$ cat src/rtl/irrigation_pkg.sv
// rtl/irrigation_pkg.sv - shared state encoding, mode constants and helpers for irrigation_ctrl
package irrigation_pkg;

    localparam int FILTER_LEN_DEFAULT = 4;

    typedef enum logic [2:0] {
        ST_IDLE  = 3'd0,
        ST_LOAD  = 3'd1,
        ST_RUN   = 3'd2,
        ST_PAUSE = 3'd3,
        ST_DONE  = 3'd4,
        ST_FAULT = 3'd5
    } state_t;

    // One-hot mode word, bit order {Gotejamento, Aspersao, Sespecifica}
    localparam logic [2:0] MODE_NONE = 3'b000;
    localparam logic [2:0] MODE_GOT  = 3'b100;
    localparam logic [2:0] MODE_ASP  = 3'b010;
    localparam logic [2:0] MODE_ESP  = 3'b001;

    // The special mode waters through the drip line as well
    function automatic logic valve_got_of(input logic [2:0] mode);
        return mode[2] | mode[0];
    endfunction

    function automatic logic valve_asp_of(input logic [2:0] mode);
        return mode[1];
    endfunction

endpackage

$ cat src/rtl/irrigation_ctrl_sensor_filter.sv
// rtl/irrigation_ctrl_sensor_filter.sv - debounce filter for one raw sensor input
//
// Ports: clk1, rst_n (sync active-low), raw (sensor input), filt (filtered value).
// Macro IRRIGATION_SENSOR_FILTER_EN: defined -> raw must hold a new value for
// FILTER_LEN cycles before filt follows; undefined -> filt is raw registered once.
module sensor_filter
    import irrigation_pkg::*;
#(
    parameter int FILTER_LEN = FILTER_LEN_DEFAULT
) (
    input  logic clk1,
    input  logic rst_n,
    input  logic raw,
    output logic filt
);

    if (FILTER_LEN < 2 || FILTER_LEN > 15) begin : g_len_check
        $error("sensor_filter: FILTER_LEN out of range 2..15");
    end

`ifdef IRRIGATION_SENSOR_FILTER_EN
    localparam logic [3:0] CNT_MAX = 4'(FILTER_LEN - 1);

    logic [3:0] cnt;

    always_ff @(posedge clk1) begin
        if (!rst_n) begin
            filt <= 1'b0;
            cnt  <= 4'd0;
        end else if (raw == filt) begin
            cnt <= 4'd0;
        end else if (cnt == CNT_MAX) begin
            filt <= raw;
            cnt  <= 4'd0;
        end else begin
            cnt <= cnt + 4'd1;
        end
    end
`else
    always_ff @(posedge clk1) begin
        if (!rst_n) begin
            filt <= 1'b0;
        end else begin
            filt <= raw;
        end
    end
`endif

endmodule

$ cat src/rtl/irrigation_ctrl.sv
// rtl/irrigation_ctrl.sv - irrigation cycle controller driving a countdown timer and two valves
//
// Ports: clk1, rst_n (sync active-low); sensors solo_seco, ar_seco, temp_alta,
// nivel_baixo; requests iniciar, parar; timer_zero from the timer.
// Outputs: one-hot mode Gotejamento/Aspersao/Sespecifica, buttom (active-low load),
// Q21 (timer run), valvula_got, valvula_asp, alarme, fim.
// Macro IRRIGATION_SENSOR_FILTER_EN selects debounced sensor filtering.
module irrigation_ctrl
    import irrigation_pkg::*;
#(
    parameter int FILTER_LEN = FILTER_LEN_DEFAULT
) (
    input  logic clk1,
    input  logic rst_n,
    input  logic solo_seco,
    input  logic ar_seco,
    input  logic temp_alta,
    input  logic nivel_baixo,
    input  logic iniciar,
    input  logic parar,
    input  logic timer_zero,
    output logic Gotejamento,
    output logic Aspersao,
    output logic Sespecifica,
    output logic buttom,
    output logic Q21,
    output logic valvula_got,
    output logic valvula_asp,
    output logic alarme,
    output logic fim
);

    logic [3:0] raw_vec;
    logic [3:0] flt_vec;
    logic       f_solo, f_ar, f_temp, f_nivel;

    assign raw_vec = {solo_seco, ar_seco, temp_alta, nivel_baixo};
    assign {f_solo, f_ar, f_temp, f_nivel} = flt_vec;

    for (genvar i = 0; i < 4; i++) begin : g_filt
        sensor_filter #(.FILTER_LEN(FILTER_LEN)) u_filt (
            .clk1 (clk1),
            .rst_n(rst_n),
            .raw  (raw_vec[i]),
            .filt (flt_vec[i])
        );
    end

    state_t     state;
    logic [2:0] mode;
    logic       first_run;  // timer_zero is stale on the first RUN cycle after a load

    assign {Gotejamento, Aspersao, Sespecifica} = mode;

    always_ff @(posedge clk1) begin
        if (!rst_n) begin
            state       <= ST_IDLE;
            mode        <= MODE_NONE;
            first_run   <= 1'b0;
            buttom      <= 1'b1;
            Q21         <= 1'b0;
            valvula_got <= 1'b0;
            valvula_asp <= 1'b0;
            alarme      <= 1'b0;
            fim         <= 1'b0;
        end else begin
            buttom <= 1'b1;
            fim    <= 1'b0;
            // Tank-low pre-empts every other event while a cycle is active
            if (f_nivel && (state == ST_LOAD || state == ST_RUN || state == ST_PAUSE)) begin
                state       <= ST_FAULT;
                mode        <= MODE_NONE;
                first_run   <= 1'b0;
                Q21         <= 1'b0;
                valvula_got <= 1'b0;
                valvula_asp <= 1'b0;
                alarme      <= 1'b1;
            end else begin
                case (state)
                    ST_IDLE: begin
                        if (iniciar && !parar) begin
                            if (f_nivel) begin
                                state  <= ST_FAULT;
                                alarme <= 1'b1;
                            end else if (f_solo && f_ar) begin
                                mode   <= MODE_ASP;
                                state  <= ST_LOAD;
                                buttom <= 1'b0;
                            end else if (f_solo) begin
                                mode   <= MODE_GOT;
                                state  <= ST_LOAD;
                                buttom <= 1'b0;
                            end else if (f_temp) begin
                                mode   <= MODE_ESP;
                                state  <= ST_LOAD;
                                buttom <= 1'b0;
                            end
                        end
                    end
                    ST_LOAD: begin
                        state       <= ST_RUN;
                        first_run   <= 1'b1;
                        Q21         <= 1'b1;
                        valvula_got <= valve_got_of(mode);
                        valvula_asp <= valve_asp_of(mode);
                    end
                    ST_RUN: begin
                        first_run <= 1'b0;
                        if (parar) begin
                            state       <= ST_PAUSE;
                            Q21         <= 1'b0;
                            valvula_got <= 1'b0;
                            valvula_asp <= 1'b0;
                        end else if (timer_zero && !first_run) begin
                            state       <= ST_DONE;
                            fim         <= 1'b1;
                            Q21         <= 1'b0;
                            valvula_got <= 1'b0;
                            valvula_asp <= 1'b0;
                        end
                    end
                    ST_PAUSE: begin
                        if (parar) begin
                            state <= ST_IDLE;
                            mode  <= MODE_NONE;
                        end else if (iniciar) begin
                            state       <= ST_RUN;
                            Q21         <= 1'b1;
                            valvula_got <= valve_got_of(mode);
                            valvula_asp <= valve_asp_of(mode);
                        end
                    end
                    ST_DONE: begin
                        state <= ST_IDLE;
                        mode  <= MODE_NONE;
                    end
                    ST_FAULT: begin
                        if (!f_nivel && iniciar) begin
                            state  <= ST_IDLE;
                            alarme <= 1'b0;
                        end
                    end
                    default: begin
                        state <= ST_IDLE;
                        mode  <= MODE_NONE;
                    end
                endcase
            end
        end
    end

endmodule

$ cat config.mk
export PLATFORM = sky130hd
export DESIGN_NAME = irrigation_ctrl
export DESIGN_NICKNAME = d
export VERILOG_FILES = /design/src/rtl/irrigation_pkg.sv /design/src/rtl/irrigation_ctrl_sensor_filter.sv /design/src/rtl/irrigation_ctrl.sv
export SDC_FILE = /design/constraint.sdc
export NUM_CORES = 1
export LEC_CHECK = 0
export BUFFER_PORTS_ARGS = -buffer_cell sky130_fd_sc_hd__buf_4
export CAP_MARGIN = 10
export CORE_MARGIN = 5
export CORE_UTILIZATION = 45
export CTS_CLUSTER_SIZE = 12
export DETAILED_ROUTE_END_ITERATION = 7
export PLACE_DENSITY = 0.76
export SKIP_LAST_GASP = 1
export SLEW_MARGIN = 10
export SYNTH_ARGS = -nofsm -noshare
export SYNTH_HDL_FRONTEND = slang
export SYNTH_SLANG_ARGS = --single-unit
$ cat constraint.sdc
create_clock -name clk1 -period 1.9 [get_ports clk1]
set_input_delay 0.285 -clock clk1 [delete_from_list [all_inputs] [get_ports clk1]]
set_output_delay 0.285 -clock clk1 [all_outputs]
set_load 0.02 [all_outputs]
==> metrics.md <==
| Metric | Value |
|---|---|
| Library cells used by synthesis | `34` |
| Post-CTS setup buffer count | `0` |
| Die Width | `53.16 um` |
| Yosys reg bits | `17` |
| Synth Area per Inst | `8.554 um2` |
| Clock transition at path regs | `0.10 ns` |
| Syn Inst Count | `98` |
| Actual slew at the worst max-slew pin | `0.4957 ns` |
| Top cells by area, synth | `dfxtp_1 (41%), mux2i_1 (7.2%), nand2_1 (5.8%)` |
| Post-synth EDFFs | `0` |
| Final Power | `1.168 mW` |
| Tot GR Track Use | `13.73%` |
| Core ar. | `1745 um2` |
| Critical path's top delay family | `flip-flops` |
| Worst R2R Setup Slack | `0.25 ns` |
| Hold WC Path Type | `in -> reg` |
| Lkg Pwr | `0.4352 nW` |
| CTS Buffer Depth | `2` |
| Die ar. | `2826 um2` |
| Hold EP | `g_filt[2].u_filt.filt` |
| Data arrival time of the worst path | `1.83 ns` |
| CTS tree | `built` |
| Max_cap viols | `0` |
| Synth top area share | `40.60%` |
| Setup Skew | `0.004047 ns` |
| Combinational Power Share | `41.0%` |
| Post-detailed-route wirelength per cell | `12.27 um` |
| CP Depth | `5` |
| # diodes | `0` |
| Initial antenna violation count | `0` |
| Tcrit/Tclk final | `86.60%` |
| Sw Pwr | `0.4608 mW` |
| Initial Util | `48.03%` |
| Post-CTS Resized | `0` |
| Routed vias | `761` |
| Worst vdd ir | `0.4990 mV` |
| I/O pins | `18` |
| Crit path cell chain | `inv_1 > o21ai_1 > o311ai_4 > mux2i_1 > nor2_1` |
| Final Setup Violations | `0` |
| Switching Share | `39.46%` |
| Startpoint types | `flip-flop` |
| Sink Count | `17` |
| Part of the power in registers | `42.5%` |
| Worst r2r src | `state[0]` |
| Hold Vio Cnt, Final | `0` |
| Max transition margin | `66.91%` |
| Final slew viol count | `0` |
| WL final | `1.743 mm` |
| Worst Slack Setup Final | `0.2546 ns` |
| CP Buf/Inv Count | `1` |
| RSZ-0062 raised after global routing | `no` |
| Hold Path Origin | `ar_seco` |
| Status | `completed` |
| Antenna-violating nets left | `0` |
| Mapped cell area | `838.3 um2` |
| Post-Syn Nets | `107` |
| Synthesis Warnings | `0` |
| Highest clock rate | `0.6078 GHz` |
| Hold Path Stages | `2` |
| Crit Path Category | `reg -> reg` |
| Sequential cell area fraction in the yosys report | `40.60%` |
| Num rows | `15` |
| Post-synth top area cell | `dfxtp_1` |
| Layout Nets | `127` |
| Num CTS Buffers | `3` |
| Final Wtd Congestion | `0.8931` |
| CTS root buf | `clkbuf_4` |
| FF-to-FF path depth | `5` |
| Worst endpoint required time | `2.08 ns` |
| Overflow after GRT | `0` |
| Drt drc | `0` |
| Critical Path Max Stage Delay | `0.64 ns` |
| DP HPWL | `1.314 mm` |
| Minimum clock period | `1.645 ns` |
| Initial DRC count | `11` |
| Worst setup EP type | `flip-flop` |
| Initial DRT Pass Iterations | `4` |
| Async SR Flop Fraction | `0%` |
| Die Y | `53.16 um` |
| Clk pwr share | `16.6%` |
| Internal power | `0.7071 mW` |
| Largest net degree at the start of global routing | `14` |
| Main flop type after synthesis | `dfxtp_1` |
| Pwr dens | `1145 nW/um2` |
| Crit Reg-Reg Endpoint | `mode[1]` |
| Slowest-stage cell, CP | `dfxtp_1` |
| Layout cells sized above 1 | `23.93%` |
| Setup TNS | `0 ns` |
| Number of port buffers | `17` |
| Worst-path fanout max | `13` |
| First-pass GRT wire length | `2.918 mm` |
| Layout overhead on the synthesized area | `21.64%` |
| Placement Setup Slack | `0.2520 ns` |
| Hold-fix buffer count after cts | `0` |
| H-tree level count | `1` |
| Vias in the first global route | `683` |
| Via/cell ratio | `5.359` |
| Worst skew pair latency | `0.29 ns` |
## through the flow
stage	std cells	util, %	area, um2	hold slack (ns)
final	142	58.42	1020	0.1931
after CTS	142	58.42	1020	0.1939
after global routing	142	58.42	1020	0.1978
after global placement	138	56.85	992.2	0.4382
after detailed placement	138	56.85	992.2	0.4504
after floorplan	98	-	838.3	0.4123
## area by class of cell
class,count,area [um2]
Clock buffer,3,22.52
Clock inverter,1,5.005
Fill cell,163,725.7
Inverter,2,7.507
Multi-Input combinational cell,75,470.5
Sequential cell,17,340.3
Tap cell,25,31.28
Timing Repair Buffer,19,142.6
## synthesized netlist by cell type, types with 2 or more instances
| cell type | n |
|---|---|
| dfxtp_1 | 17 |
| nand2_1 | 13 |
| nor2_1 | 11 |
| mux2i_1 | 6 |
| and2_1 | 5 |
| o21ai_0 | 5 |
| a21oi_1 | 4 |
| nand3_1 | 4 |
| nand2b_1 | 3 |
| and3_1 | 2 |
| clkbuf_1 | 2 |
| inv_1 | 2 |
| nor2b_1 | 2 |
| nor3_1 | 2 |
## sequential cells by signal, summed over array words and instances (netlist names)
signal / flops
g_filt.u_filt.filt: 4
mode: 3
state: 3
Q21: 1
alarme: 1
buttom: 1
fim: 1
first_run: 1
valvula_asp: 1
valvula_got: 1
## cell families (layout without fill, tap and decap cells)
family                 after synthesis  count (layout)  synth area share, %
AO/OA/AOI/OAI                       17              17                15.22
AND/OR/NAND/NOR                     51              51                32.69
multiplexers                         6               6                7.164
XOR/XNOR                             1               1                1.045
flip-flops                          17              17                40.60
buffers and inverters                6              25                3.284
## metal layers
metal / share of wire, % / GRT usage, % / up-vias / wire (um)
met1: 47 / 16.67 / 362 / 813
met2: 48 / 24.17 / 15 / 843
met3: 3.6 / 2.817 / 4 / 63
li1: - / - / 380 / -
met4: 1.3 / 3.830 / 0 / 23
met5: 0 / 0 / - / 0
## power by group through the flow
stage          Sequential, mW  Clock, mW  Combinational (mW)
6_report                0.496      0.194               0.478
5_1_grt                 0.506      0.207               0.535
4_1_cts                 0.492      0.198               0.479
3_5_place_dp            0.499          0               0.476
3_3_place_gp            0.497          0               0.470
2_1_floorplan           0.493          0               0.356
## worst max path at each step
stage | start | end | slack [ns]
after CTS | state[0] | mode[1] | 0.27
final | state[0] | mode[1] | 0.25
after global routing | state[0] | mode[1] | 0.13
after global placement | state[0] | state[0] | 0.32
after floorplan | g_filt[3].u_filt.filt | mode[0] | 0.48
after detailed placement | parar | mode[1] | 0.25
## cells in the final DEF, fill, tap and decap left out
cell type | synthesis | layout
a41o_1 | 1 | 1
and2b_1 | 1 | 1
a21oi_2 | 1 | 1
a32oi_1 | 1 | 1
xnor2_1 | 1 | 1
inv_1 | 2 | 2
nor4b_1 | 1 | 1
clkbuf_4 | 0 | 3
nor3_1 | 2 | 2
a21oi_1 | 4 | 4
nor2b_1 | 2 | 2
buf_4 | 1 | 19
o21ai_0 | 5 | 5
nand2b_1 | 3 | 3
or2_0 | 1 | 1
clkinv_2 | 0 | 1
o2bb2ai_1 | 1 | 1
nand4b_1 | 1 | 1
nor4_1 | 1 | 1
nand2b_4 | 1 | 1
a21o_1 | 1 | 1
o21ai_1 | 1 | 1
nand2_1 | 13 | 13
nor2_1 | 11 | 11
nand4_1 | 1 | 1
dfxtp_1 | 17 | 17
nand3_2 | 1 | 1
nand3_1 | 4 | 4
or3_4 | 1 | 1
and3_1 | 2 | 2
o21a_1 | 1 | 1
and2_1 | 5 | 5
o311ai_4 | 1 | 1
mux2i_1 | 6 | 6
No activity file was read; power rests on OpenSTA's default activity.
